--- src/rtl/aftab_aau_pkg.sv ---
// Shared AAU definitions: default operand width and multiplier state encoding.
package aftab_aau_pkg;

    localparam int AAU_LEN = 33;

    typedef enum logic [1:0] {
        MUL_IDLE = 2'b00,
        MUL_RUN  = 2'b01,
        MUL_DONE = 2'b10
    } mul_state_e;

endpackage

--- src/rtl/aftab_mul_datapath.sv ---
// Radix-2 shift-add datapath: operand/partial-product registers, adder and result register.
module aftab_mul_datapath #(
    parameter int LEN = 33
) (
    input  logic             clk,
    input  logic             rst,
    input  logic             i_load,
    input  logic             i_step,
    input  logic             i_capture,
    input  logic [LEN-1:0]   i_mcand,
    input  logic [LEN-1:0]   i_mplier,
    output logic [2*LEN-1:0] o_product
);

    logic [LEN-1:0]   r_mcand;
    logic [LEN-1:0]   r_acc;
    logic [LEN-1:0]   r_mq;
    logic [2*LEN-1:0] r_product;
    logic [LEN:0]     w_addend;
    logic [LEN:0]     w_sum;

    assign w_addend = r_mq[0] ? {1'b0, r_mcand} : '0;
    assign w_sum    = {1'b0, r_acc} + w_addend;

    // The carry bit lives only in w_sum; the shift moves it straight into acc's MSB.
    always_ff @(posedge clk or negedge rst) begin
        if (!rst) begin
            r_mcand   <= '0;
            r_acc     <= '0;
            r_mq      <= '0;
            r_product <= '0;
        end else begin
            if (i_load) begin
                r_mcand <= i_mcand;
                r_mq    <= i_mplier;
                r_acc   <= '0;
            end else if (i_step) begin
                r_acc <= w_sum[LEN:1];
                r_mq  <= {w_sum[0], r_mq[LEN-1:1]};
            end
            if (i_capture) begin
                r_product <= {r_acc, r_mq};
            end
        end
    end

    assign o_product = r_product;

endmodule

--- src/rtl/aftab_multiplier.sv ---
// Sequential unsigned shift-add multiplier with the AAU start/ready handshake.
// Fixed latency of len+2 cycles from accepted start to the ready pulse.
import aftab_aau_pkg::*;

module aftab_multiplier #(
    parameter int len = AAU_LEN
) (
    input  logic             clk,
    input  logic             rst,
    input  logic             start,
    input  logic [len-1:0]   Multiplicand,
    input  logic [len-1:0]   Multiplier,
    output logic [2*len-1:0] Product,
    output logic             ready,
    output logic             busy
);

    localparam int CW = $clog2(len) + 1;
    localparam logic [CW-1:0] LAST = CW'(len - 1);

    mul_state_e    r_state;
    logic [CW-1:0] r_count;
    logic          r_ready;
    logic          r_busy;
    logic          w_load;
    logic          w_step;
    logic          w_capture;

    assign w_load    = (r_state == MUL_IDLE) && start;
    assign w_step    = (r_state == MUL_RUN);
    assign w_capture = (r_state == MUL_DONE);

    always_ff @(posedge clk or negedge rst) begin
        if (!rst) begin
            r_state <= MUL_IDLE;
            r_count <= '0;
            r_ready <= 1'b0;
            r_busy  <= 1'b0;
        end else begin
            r_ready <= 1'b0;
            case (r_state)
                MUL_IDLE: begin
                    if (start) begin
                        r_state <= MUL_RUN;
                        r_count <= '0;
                        r_busy  <= 1'b1;
                    end
                end
                MUL_RUN: begin
                    r_count <= r_count + CW'(1);
                    if (r_count == LAST) begin
                        r_state <= MUL_DONE;
                    end
                end
                MUL_DONE: begin
                    r_ready <= 1'b1;
                    r_busy  <= 1'b0;
                    r_state <= MUL_IDLE;
                end
                default: begin
                    r_state <= MUL_IDLE;
                    r_busy  <= 1'b0;
                end
            endcase
        end
    end

    aftab_mul_datapath #(
        .LEN(len)
    ) u_datapath (
        .clk       (clk),
        .rst       (rst),
        .i_load    (w_load),
        .i_step    (w_step),
        .i_capture (w_capture),
        .i_mcand   (Multiplicand),
        .i_mplier  (Multiplier),
        .o_product (Product)
    );

    assign ready = r_ready;
    assign busy  = r_busy;

endmodule

--- config.mk ---
export PLATFORM = sky130hd
export DESIGN_NAME = aftab_multiplier
export DESIGN_NICKNAME = d
export VERILOG_FILES = /design/src/rtl/aftab_aau_pkg.sv /design/src/rtl/aftab_mul_datapath.sv /design/src/rtl/aftab_multiplier.sv
export SDC_FILE = /design/constraint.sdc
export NUM_CORES = 1
export LEC_CHECK = 0
export BUFFER_PORTS_ARGS = -buffer_cell sky130_fd_sc_hd__clkbuf_2
export CAP_MARGIN = 20
export CORE_ASPECT_RATIO = 1.1
export CORE_MARGIN = 2
export CORE_UTILIZATION = 40
export CTS_BUF_LIST = sky130_fd_sc_hd__clkbuf_8
export DETAILED_ROUTE_END_ITERATION = 8
export GPL_TIMING_DRIVEN = 1
export PLACE_DENSITY_LB_ADDON = 0.1
export SYNTH_ARGS = -nofsm -noshare
export SYNTH_HDL_FRONTEND = slang
export SYNTH_SLANG_ARGS = --single-unit
--- constraint.sdc ---
create_clock -name clk -period 8.15 [get_ports clk]
set_clock_uncertainty 0.2 [all_clocks]
set_input_delay 0 -clock clk [delete_from_list [all_inputs] [get_ports clk]]
set_output_delay 0 -clock clk [all_outputs]
set_load 0.05 [all_outputs]
======== Yosys cells after proc, flatten, opt, wreduce, memory -nomap -nowiden ========
Cells that the tools add are included.
operators by class
  add/subtract/negate cells ............... 2
  equal/unequal tests ..................... 5
  mux-type cells .......................... 13
  bitwise operators ....................... 1
  reduce and logical (&&, ||, !) cells .... 7
operators with widths
  operator             count
  $mux 33              5
  $add 33x34->34       1
  $pmux 7 s2           1
  $add 7x1->7 const B  1
  $eq 7x6->1 const B   1
  $mux 7               1
  $reduce_and 2->1     3
  $mux 2               2
  $ne 2x2->1 const B   2
  $pmux 2 s2           1
  $reduce_bool 2->1    2
  $eq 2x1->1 const B   1
  $eq 2x2->1 const B   1
  $logic_not 2->1      1
  $mux 1               2
  $pmux 1 s2           1
  $logic_and 1x1->1    1
  $not 1->1            1
word-level totals
  register bits ........................... 176
  input port bits ......................... 69
  output and inout port bits .............. 68
  logic and storage cells ................. 36

======== Depth between registers and ports, before layout ========
  word-level depth ........................ 4
  depth in mapped cells ................... 14
  mapped depth without buffers ............ 13

======== Cells and area by module ========
From an unflattened synthesis, not the netlist that was laid out.
unflattened totals
  cell total of the unflattened synthesis .. 838
  area, all modules ....................... 9,049.9 sq um
modules (own cells, without submodules)
  module              times used  cells an instance  area an instance (sq um)  seq. area each (sq um)
  aftab_mul_datapath  1           789                8,529.4                   4,129.0
  aftab_multiplier    1           49                 520.5                     275.3

======== Worst setup path after synthesis ========
Ideal clock, no wire load.
  path type ............................... register to register
  from .................................... register u_datapath.r_mq[0]
  to ...................................... register u_datapath.r_acc[31]
  setup time .............................. 0.066 ns
  data arrival time ....................... 2.780 ns
  required time ........................... 7.884 ns
  setup slack ............................. 5.104 ns
  cell stages (with the launch flop) ...... 13
  path buffers ............................ 1
  period minus slack after synthesis ...... 3.046 ns
  path through ............................ dfrtp_1 -> clkbuf_1 -> nand2_1 -> fa_1 -> nand2b_1 -> a21oi_1 -> o32ai_1 -> o21ai_1 -> a21oi_1 -> o41ai_1 -> o21ai_1 -> mux2_1 -> nand2_1
on the way
  cells in the longest elaborated chain, start to end .. 4
RTL lines
  item                      RTL line                  RTL
  start: declaration        aftab_mul_datapath.sv:17  logic [LEN-1:0] r_mq;
  start signal: assignment  aftab_mul_datapath.sv:35  r_mq <= i_mplier;
  start signal: assignment  aftab_mul_datapath.sv:39  r_mq <= {w_sum[0], r_mq[LEN-1:1]};
  $mux 33                   aftab_mul_datapath.sv:22  assign w_addend = r_mq[0] ? {1'b0, r_mcand} : '0;
  $add 33x34->34            aftab_mul_datapath.sv:23  assign w_sum = {1'b0, r_acc} + w_addend;
  $mux 33                   aftab_mul_datapath.sv:37  end else if (i_step) begin
  $mux 33                   aftab_mul_datapath.sv:33  if (i_load) begin
  end signal: assignment    aftab_mul_datapath.sv:38  r_acc <= w_sum[LEN:1];
  end: declaration          aftab_mul_datapath.sv:16  logic [LEN-1:0] r_acc;
No other way between the ends. The select of a mux whose other input is x is not followed.
A chain may end at the register's enable or synchronous reset.

======== Worst setup path in the final report ========
Same ends and word-level chain as after synthesis.

==> out/qor.tcl <==
set qor(gr-total-overflow) 0
set qor(yosys.cell_types.count) 55
set qor(list_of_most_frequent_post_synthesis_cells) {390 x sky130_fd_sc_hd__nand2_1, 176 x sky130_fd_sc_hd__dfrtp_1, 45 x sky130_fd_sc_hd__clkbuf_1}
set qor(edff_count_synth) 0
set qor(die_h_um) 158
set qor(synthesis_warning_total) 0
set qor(rows) 56
set qor(aggregate_negative_setup_slack_ps) 0
set qor(drt-vias-per-instance) 4.89
set qor(grt_setup_unrepaired) {no}
set qor(top_usage_layer) {met2}
set qor(power.share.switching_pct) 47.3
set qor(dp_worst_setup_slack_ps) 4330
set qor(final_net_count) 1294
set qor(syn-mean-instance-area_um2) 8.74
set qor(tightestPinTransition_ps) 1040
set qor(power_frac_comb_pct) 50.7
set qor(insertion_delay_ps) 460
set qor(outcome) {complete, no violations}
set qor(filler_cell_count) 2060
set qor(timing.max_cap.violations) 0
set qor(fin_crit_sh_pct) 46.4
set qor(seq_area_frac_synth_pct) 51.1
set qor(cellPowerDensity_nw_per_um2) 418
set qor(detail-route-antenna-nets) 0
set qor(p_int_uw) 2400
set qor(post_route_cells_drive_above_1_share_pct) 16.1
set qor(critPathCaptureType) {flop}
set qor(synth_top_cells_by_area) {sky130_fd_sc_hd__dfrtp_1 51%, sky130_fd_sc_hd__nand2_1 17%, sky130_fd_sc_hd__ha_1 5.1%}
set qor(groute.usage.overall_pct) 19.7
set qor(routedWlPerCell_um) 14.1
set qor(postLayoutCoreUtil_pct) 51.4
set qor(antenna_cells) 0
set qor(cts-root-buf) {sky130_fd_sc_hd__clkbuf_8}
set qor(worstHoldPathType) {primary input to flop}
set qor(grt_use_met2_pct) 32.5
set qor(grt_pass1_vias) 7321
set qor(synth_cells) 987
set qor(cellLeakagePower_uw) 0.00557
set qor(port-buffer-count) 136
set qor(top_level_pins) 137
set qor(num_vias) 7295
set qor(tritoncts_num_sinks) 176
set qor(pwr-share-seq_pct) 34.9
set qor(critical_path_startpoint_category) {flop}
set qor(largest_net_degree_at_the_start_of_global_routing) 69
set qor(synth_area_leader_cell) {sky130_fd_sc_hd__dfrtp_1}
set qor(place_congestion) 0.812
set qor(htree_levels) 4
set qor(postSynthRegisterBits) 176
set qor(most_instantiated_library_cell_after_synthesis) {sky130_fd_sc_hd__nand2_1}
set qor(relSlewSlack_pct) 30.6
set qor(clk_transition_reported_paths_ps) 100
set qor(type_of_the_worst_setup_path) {flop to flop}
set qor(power.switching_uw) 2160
set qor(use_met1_pct) 26.7
set qor(initial_antenna_violation_count) 0
set qor(cts.path.max_buffers) 2
set qor(critical_path_required_ps) 8340
set qor(dominantRegCellSynth) {sky130_fd_sc_hd__dfrtp_1}
set qor(drt_first_iter_violations) 334
set qor(setup_slack_ps) 4370
set qor(die_w_um) 144
set qor(synthesis.nets) 1092
set qor(cells_resized_by_post_cts_repair) 0
set qor(netlist.area_leader.share_pct) 51.1
set qor(crit_fanout) 18
set qor(mappedNetlistArea_um2) 8620
set qor(placeable_core_region_um2) 21200
set qor(initial_core_util_pct) 40.6
set qor(power.share.clock_pct) 14.4
set qor(tritoncts_clock_tree) {yes}
set qor(die_area_um2) 22800
set qor(setup_viol) 0
set qor(asyncSetResetFlopFracSynth_pct) 100
set qor(globalRouteMet3Util_pct) 3.81
set qor(max_clock_freq_mhz) 264
set qor(grt_pass1_wl_um) 35800
set qor(drcViolationCount) 0
set qor(final_period_minus_worst_setup_slack_ps) 3780
set qor(report.final.hold_viol_count) 0
set qor(place.detailed.hpwl_um) 13600
set qor(worst-endpoint-arrival_ps) 3970
set qor(max-vdd-ir-drop_uv) 233
set qor(cts_made_buffers) 17
set qor(drt_wl_total_um) 21100
set qor(final-max-slew-violation-count) 0
set qor(detailedRoute.firstPassIterationCount) 5
set qor(area_delta_synth_final_pct) 26.6
power groups by stage:
| stage | clock (µW) | sequential (µW) | combinational (µW) |
|---|---|---|---|
| detailed placement | 0 | 1600 | 2250 |
| global placement | 0 | 1610 | 2230 |
| finish | 657 | 1590 | 2310 |
| global route | 717 | 1660 | 2580 |
| CTS | 677 | 1590 | 2330 |
| floorplan | 0 | 2100 | 1200 |
critical path: stages, from the launching register on:
cell and delay [ps]:
sky130_fd_sc_hd__dfrtp_1 680, sky130_fd_sc_hd__and2_1 210, sky130_fd_sc_hd__ha_1 150, sky130_fd_sc_hd__inv_1 50, sky130_fd_sc_hd__fa_1 400, sky130_fd_sc_hd__nand2b_1 180, sky130_fd_sc_hd__a21oi_1 220, sky130_fd_sc_hd__o32ai_1 190
sky130_fd_sc_hd__o21ai_1 240, sky130_fd_sc_hd__a21oi_1 210, sky130_fd_sc_hd__o41ai_1 500, sky130_fd_sc_hd__o21ai_1 120, sky130_fd_sc_hd__mux2_1 320, sky130_fd_sc_hd__nand2_1 60
layout make-up:
cell class,instances,area (µm²),share of cell area [%]
repair buffers,237,1680,15.4
inverters,17,63.8,0.585
well taps,290,363,3.32
clock inverters,14,179,1.64
clock buffers,18,248,2.27
flip-flops and latches,176,4400,40.3
multi-input cells,740,3980,36.4
layout by cell type (no fill, tap or decap), types with 10 or more instances in the layout:
cell and instances:
sky130_fd_sc_hd__dlygate4sd3_1 90, sky130_fd_sc_hd__clkbuf_8 18, sky130_fd_sc_hd__dfrtp_1 176, sky130_fd_sc_hd__a21oi_1 25
sky130_fd_sc_hd__a22oi_1 33, sky130_fd_sc_hd__xnor2_1 14, sky130_fd_sc_hd__inv_1 17, sky130_fd_sc_hd__ha_1 35
sky130_fd_sc_hd__nor2_1 17, sky130_fd_sc_hd__o21ai_1 21, sky130_fd_sc_hd__buf_4 10, sky130_fd_sc_hd__o21ai_0 25
sky130_fd_sc_hd__nand3_1 35, sky130_fd_sc_hd__and2_1 33, sky130_fd_sc_hd__xor2_1 11, sky130_fd_sc_hd__clkbuf_2 135
sky130_fd_sc_hd__nand2_1 389, sky130_fd_sc_hd__a21o_1 17
logic make-up after synthesis:
| family | after synthesis | share of synthesized area, % |
|---|---|---|
| fa+ha+maj | 36 | 5.31 |
| simple gates | 512 | 24.9 |
| compound gates | 165 | 12.9 |
| xor+xnor | 25 | 2.54 |
| flops | 176 | 51.1 |
| buf+inv | 71 | 3.12 |
| mux | 2 | 0.247 |
metrics by stage:
step | instances | power, µW | area [µm²] | hold WS [ps]
floorplan | 987 | 3300 | 8620 | -496
global placement | 1369 | 3830 | 9570 | -245
detailed placement | 1369 | 3850 | 9570 | -250
CTS | 1492 | 4600 | 10900 | 31.8
global route | 1492 | 4960 | 10900 | 65.3
finish | 1492 | 4560 | 10900 | 67.1
state kept, by name (all words and copies together), names as in the netlist:
name,cells
busy,1
ready,1
u_datapath.r_acc,33
r_count,7
r_state,2
u_datapath.r_mcand,33
u_datapath.o_product,66
u_datapath.r_mq,33
final timing paths:
kind                                                     from                                   end  slack [ps]  cells past startpoint
max                            u_datapath.r_mq[0]$_DFFE_PN0P_      u_datapath.r_acc[31]$_DFFE_PN0P_        4370                     13
min                                          Multiplicand[10]    u_datapath.r_mcand[10]$_DFFE_PN0P_          70                      4
max reg2reg                    u_datapath.r_mq[0]$_DFFE_PN0P_      u_datapath.r_acc[31]$_DFFE_PN0P_        4370                     13
min reg2reg                u_datapath.r_mcand[30]$_DFFE_PN0P_    u_datapath.r_mcand[30]$_DFFE_PN0P_         270                      2
max in group asynchronous                                 rst   u_datapath.o_product[1]$_DFFE_PN0P_        5650                      5
min in group asynchronous                                 rst  u_datapath.o_product[39]$_DFFE_PN0P_         390                      4
routing by layer:
metal | share of wire, % | vias up
met5 | 0 | -
met4 | 0.76 | 0
met3 | 3.7 | 15
met2 | 47 | 133
met1 | 48 | 3455
li1 | - | 3692
what timing repair did:
action,in CTS,in global routing
endpoints found under the setup margin,0,0
hold buffers,91,0
setup buffers,0,0
endpoints found under the hold margin,181,0
No activity file was read; power rests on OpenSTA's default activity.
